### src/rtl/hazard_stall_ctrl.sv
// Purpose: ID-stage hazard detection for the 5-stage core (Tuse/Tnew data hazards plus mult/div busy tracking).
// Latency: stall/clr_EX/mdBusy are combinational (0 cycles); md busy counter and stall counter update on each rising edge.
// Backpressure: stall freezes PC and IF/ID while clr_EX injects a bubble into ID/EX in the same cycle.
module hazard_stall_ctrl #(
  parameter int MULT_CYCLES = 5,
  parameter int DIV_CYCLES  = 10,
  parameter int CNT_W       = 4
) (
  input  logic        clk,
  input  logic        reset,
  input  logic [4:0]  rs_ID,
  input  logic [4:0]  rt_ID,
  input  logic [1:0]  tuseRs_ID,
  input  logic [1:0]  tuseRt_ID,
  input  logic [4:0]  regaddr_EX,
  input  logic [1:0]  tnew_EX,
  input  logic [4:0]  regaddr_MEM,
  input  logic [1:0]  tnew_MEM,
  input  logic        mdStart_EX,
  input  logic        mdIsDiv_EX,
  input  logic        mdUse_ID,
  output logic        stall,
  output logic        clr_EX,
  output logic        mdBusy,
  output logic [31:0] stallCnt
);

  typedef enum logic {
    MD_IDLE = 1'b0,
    MD_BUSY = 1'b1
  } md_state_e;

  localparam logic [CNT_W-1:0] MULT_LOAD = CNT_W'(MULT_CYCLES);
  localparam logic [CNT_W-1:0] DIV_LOAD  = CNT_W'(DIV_CYCLES);
  localparam logic [31:0]      CNT_MAX   = 32'hFFFF_FFFF;

  md_state_e        md_state_q, md_state_d;
  logic [CNT_W-1:0] md_cnt_q, md_cnt_d;
  logic [31:0]      stall_cnt_q, stall_cnt_d;

  logic haz_rs, haz_rt, md_haz, busy_raw, stall_raw;

  // A source register conflicts when a younger-stage producer writes it and
  // its result arrives later than the ID instruction needs it. $0 is never a
  // real dependency; tuse=3 can never be exceeded since tnew tops out at 2.
  function automatic logic src_haz(
    input logic [4:0] r,
    input logic [1:0] tuse,
    input logic [4:0] ex_dst,
    input logic [1:0] ex_tnew,
    input logic [4:0] mem_dst,
    input logic [1:0] mem_tnew
  );
    logic haz_e, haz_m;
    haz_e = (ex_dst == r) && (ex_tnew > tuse);
    haz_m = (mem_dst == r) && (mem_tnew > tuse);
    return (r != 5'd0) && (haz_e || haz_m);
  endfunction

  // Hazard decode: data hazards on either source, plus any md-unit user while busy.
  always_comb begin
    haz_rs    = src_haz(rs_ID, tuseRs_ID, regaddr_EX, tnew_EX, regaddr_MEM, tnew_MEM);
    haz_rt    = src_haz(rt_ID, tuseRt_ID, regaddr_EX, tnew_EX, regaddr_MEM, tnew_MEM);
    // A start in EX counts as busy this very cycle so a back-to-back md user waits.
    busy_raw  = (md_cnt_q != '0) || mdStart_EX;
    md_haz    = mdUse_ID && busy_raw;
    stall_raw = haz_rs || haz_rt || md_haz;
  end

  // Outputs are held low while reset is asserted, independent of inputs.
  always_comb begin
    mdBusy   = busy_raw && !reset;
    stall    = stall_raw && !reset;
    clr_EX   = stall;
    stallCnt = stall_cnt_q;
  end

  // Next state for the md busy counter: a start (re)loads, otherwise count down to zero.
  always_comb begin
    md_cnt_d   = md_cnt_q;
    md_state_d = md_state_q;
    if (mdStart_EX) begin
      md_cnt_d   = mdIsDiv_EX ? DIV_LOAD : MULT_LOAD;
      md_state_d = MD_BUSY;
    end else if (md_state_q == MD_BUSY) begin
      md_cnt_d   = md_cnt_q - CNT_W'(1);
      md_state_d = (md_cnt_q == CNT_W'(1)) ? MD_IDLE : MD_BUSY;
    end
  end

  // Next value for the saturating stall-cycle counter.
  always_comb begin
    stall_cnt_d = stall_cnt_q;
    if (stall && (stall_cnt_q != CNT_MAX)) begin
      stall_cnt_d = stall_cnt_q + 32'd1;
    end
  end

  // State registers; async reset clears the md counter and stall count immediately.
  always_ff @(posedge clk or posedge reset) begin
    if (reset) begin
      md_state_q  <= MD_IDLE;
      md_cnt_q    <= '0;
      stall_cnt_q <= '0;
    end else begin
      md_state_q  <= md_state_d;
      md_cnt_q    <= md_cnt_d;
      stall_cnt_q <= stall_cnt_d;
    end
  end

endmodule
### config.mk
export PLATFORM = sky130hd
export DESIGN_NAME = hazard_stall_ctrl
export DESIGN_NICKNAME = d
export VERILOG_FILES = /design/src/rtl/hazard_stall_ctrl.sv
export SDC_FILE = /design/constraint.sdc
export NUM_CORES = 1
export LEC_CHECK = 0
export ABC_AREA = 1
export ABC_CLOCK_PERIOD_IN_PS = 4000
export CAP_MARGIN = 0
export CORE_MARGIN = 2
export CORE_UTILIZATION = 52
export DETAILED_ROUTE_END_ITERATION = 16
export PLACE_DENSITY_LB_ADDON = 0.05
export SLEW_MARGIN = 30
export SYNTH_ARGS = -nofsm -noshare
export SYNTH_HDL_FRONTEND = slang
export SYNTH_SLANG_ARGS = --single-unit
### constraint.sdc
create_clock -name clk -period 4 [get_ports clk]
set_clock_uncertainty 0.05 [all_clocks]
set_input_delay 0.8 -clock clk [delete_from_list [all_inputs] [get_ports clk]]
set_output_delay 0.8 -clock clk [all_outputs]
set_load 0.05 [all_outputs]
==> flow_summary.json <==
{
  "async_reset_ff_share_pct": 100,
  "tightest_slew_ps": 808,
  "postSynthAreaPerCell_um2": 6.37,
  "rows": 28,
  "setup_viol": 0,
  "post_cts_resize_count": 0,
  "syn_area_um2": 3160,
  "die_area_um2": 6710,
  "drt_drc_violations_left": 0,
  "hold_class": "flop to flop",
  "register_area_um2": 926,
  "ir_drop_uv": 264,
  "power.leakage_nw": 1.98,
  "syn_nets": 541,
  "clock_power_share_pct": 25.0,
  "place.gp.congestion": 0.923,
  "max_cap_viol_count": 0,
  "yosysUniqueCellTypes": 30,
  "diodes": 0,
  "start_util_pct": 53.7,
  "seq_area_frac_synth_pct": 29.3,
  "rsz0062_at_grt": "no",
  "layout-drive-gt1-share_pct": 4.64,
  "synth_common_cells": "nand2_1 (187), inv_1 (67), nor2_1 (43)",
  "wl_met2_um": 3880,
  "nNetsFinal": 604,
  "ff2ff_setup_slack_ps": 1460,
  "power_mw": 1.06,
  "vias": 3334,
  "crit_path_start_kind": "input port",
  "timing.critical_path.from": "tuseRt_ID[1]",
  "yosysTopAreaCellShare_pct": 29.3,
  "clk_latency_ps": 300,
  "n_fill_cell": 554,
  "drt-wirelength-per-cell_um": 12.9,
  "pin_count": 68,
  "first_pass_iters": 5,
  "p_sw_mw": 0.400,
  "critPathBufInv": 4,
  "wl_met3_um": 428,
  "yosys-top-cells-area": "dfrtp_1 (29%), nand2_1 (22%), inv_1 (8.0%)",
  "synth_seq_cells": 37,
  "die_w_um": 81.9,
  "cts_setup_buffers": 0,
  "port-buffer-count": 67,
  "clock_sinks": 37,
  "hold_violations": 0,
  "cp_slowest_cell": "clkdlybuf4s50_1",
  "outcome": "complete, no violations",
  "swShare_pct": 37.9,
  "cts.path.max_buffers": 2,
  "powerDensity_nw_per_um2": 267,
  "cts_tree": "done",
  "first_global_vias": 3032,
  "dp_hpwl_um": 6300,
  "setup.worst_path.class": "input port to output port",
  "grt_max_degree": 77,
  "yosysMostFrequentCell": "nand2_1",
  "highest_layer": "met4",
  "core_area_um2": 5890,
  "path_cells": "clkdlybuf4s50_1 > inv_1 > ha_1 > nand2_1 > nand2_1 > nand2_1 > nor2_1 > nand3_1 > nand2_1 > nand2_1 > nand3_1 > nand2_1 > inv_1 > buf_12",
  "critPathMaxStageDelay_ps": 450,
  "tritoncts.num_buffers": 5,
  "slew_headroom_pct": 46.2,
  "tns_ps": 0,
  "viasPerCell": 5.25,
  "cp_top_family": "buffers and inverters",
  "yosys_warnings": 0,
  "fin_crit_sh_pct": 84.9,
  "end_kind": "output port",
  "grt_pass1_wl_um": 13800,
  "areaGrowthSynthToFinish_pct": 25.3,
  "path_clk_slew_ps": 70,
  "comb_power_share_pct": 33.1,
  "min-delay-start": "stallCnt[0]",
  "synthCells": 496,
  "drt_iter0_drc": 185,
  "ctsHtreeMaxLevel": 2,
  "reg2reg_from": "stallCnt[1]",
  "ctsHoldBuffers": 0,
  "cp_max_fo": 2,
  "worst_ep_arrival_time_ps": 2550,
  "worstPathRequired_ps": 3150,
  "min_period_ps": 3400,
  "drt-total-wl_um": 8190,
  "grt_util_all_layers_pct": 26.3,
  "synth_area_leader_cell": "dfrtp_1",
  "p_seq_share_pct": 41.9,
  "cpMostUsedCell": "nand2_1",
  "multiInputGateArea_um2": 1880,
  "max_freq_ghz": 0.294,
  "postRouteAntennaNets": 0,
  "synthFlopType": "dfrtp_1",
  "grt_remaining_overflow": 0,
  "intPower_mw": 0.657,
  "drt-met1-wl_um": 3800,
  "whs_ps": 489,
  "antenna_found_initial": 0,
  "root_buffer": "clkbuf_8",
  "synth-edff-count": 0,
  "slew_viol_final": 0,
  "die_h_um": 81.9
}
[routing by layer]
layer	GRT usage, %	vias to the layer above
met5	0	-
met4	6.00	0
met3	3.96	12
met2	42.8	105
met1	36.8	1514
li1	-	1703
[layout by cell type (no fill, tap or decap), drive strengths merged, types with 2 or more instances in the layout]
| cell type | instances |
|---|---|
| ha | 12 |
| xnor2 | 6 |
| nor2 | 47 |
| xor2 | 15 |
| buf | 5 |
| dfrtp | 37 |
| clkdlybuf4s50 | 65 |
| nand3 | 34 |
| nand2 | 189 |
| nand4 | 37 |
| clkinv | 2 |
| clkbuf | 5 |
| nand3b | 5 |
| o21ai | 4 |
| o211ai | 3 |
| a21oi | 3 |
| and3 | 2 |
| nor3 | 14 |
| inv | 69 |
[worst reg2reg max path: stages, from the launching register on]
cell,delay (ps)
dfrtp_1,420
ha_1,320
nand3_2,200
nor2_4,190
nand3_2,80
nor2_2,100
nand3_2,200
buf_4,310
nand3_2,410
nand2_1,110
nand2_1,90
[power by group through the flow]
stage | Clock (mW) | Sequential [mW] | Combinational, mW
after floorplan | 0 | 0.508 | 0.169
after global placement | 0 | 0.449 | 0.341
after detailed placement | 0 | 0.451 | 0.352
after CTS | 0.270 | 0.443 | 0.352
after global routing | 0.284 | 0.447 | 0.384
final | 0.264 | 0.443 | 0.350
[registers in the layout, summed over array words and instances (netlist names)]
signal / cells
md_cnt_q: 4
md_state_q: 1
stallCnt: 32
[final timing paths]
check,endpoint,cells past startpoint
worst max register to register,stallCnt[20],10
worst min register to register,stallCnt[0],2
worst max-delay path,stall,14
min in group asynchronous,md_state_q,3
max in group asynchronous,stallCnt[31],3
worst min-delay path,stallCnt[0],2
[layout make-up]
type	count	area share (%)
clock buffer	5	1.74
clock inverter	3	0.443
inverter	69	6.54
multi-input combinational	376	47.5
sequential	37	23.4
tap	75	2.37
timing repair buffer	70	18.0
[kinds of logic after synthesis]
family,after synthesis,share of synthesized area [%]
adders and majority gates,12,4.75
DFF,37,29.3
buffers and inverters,83,11.2
AOI/OAI and AO/OA,12,2.30
and+or+nand+nor,331,46.6
xor gates and xnor gates,21,5.82
[stage by stage]
step,worst slack (ps),util [%],cells,area [µm²]
3_5_place_dp,460,65.8,627,3870
2_1_floorplan,188,-,496,3160
5_1_grt,417,67.2,635,3960
3_3_place_gp,543,65.8,627,3870
6_report,603,67.2,635,3960
4_1_cts,581,67.2,635,3960
Power figures use the tool's default switching activity.
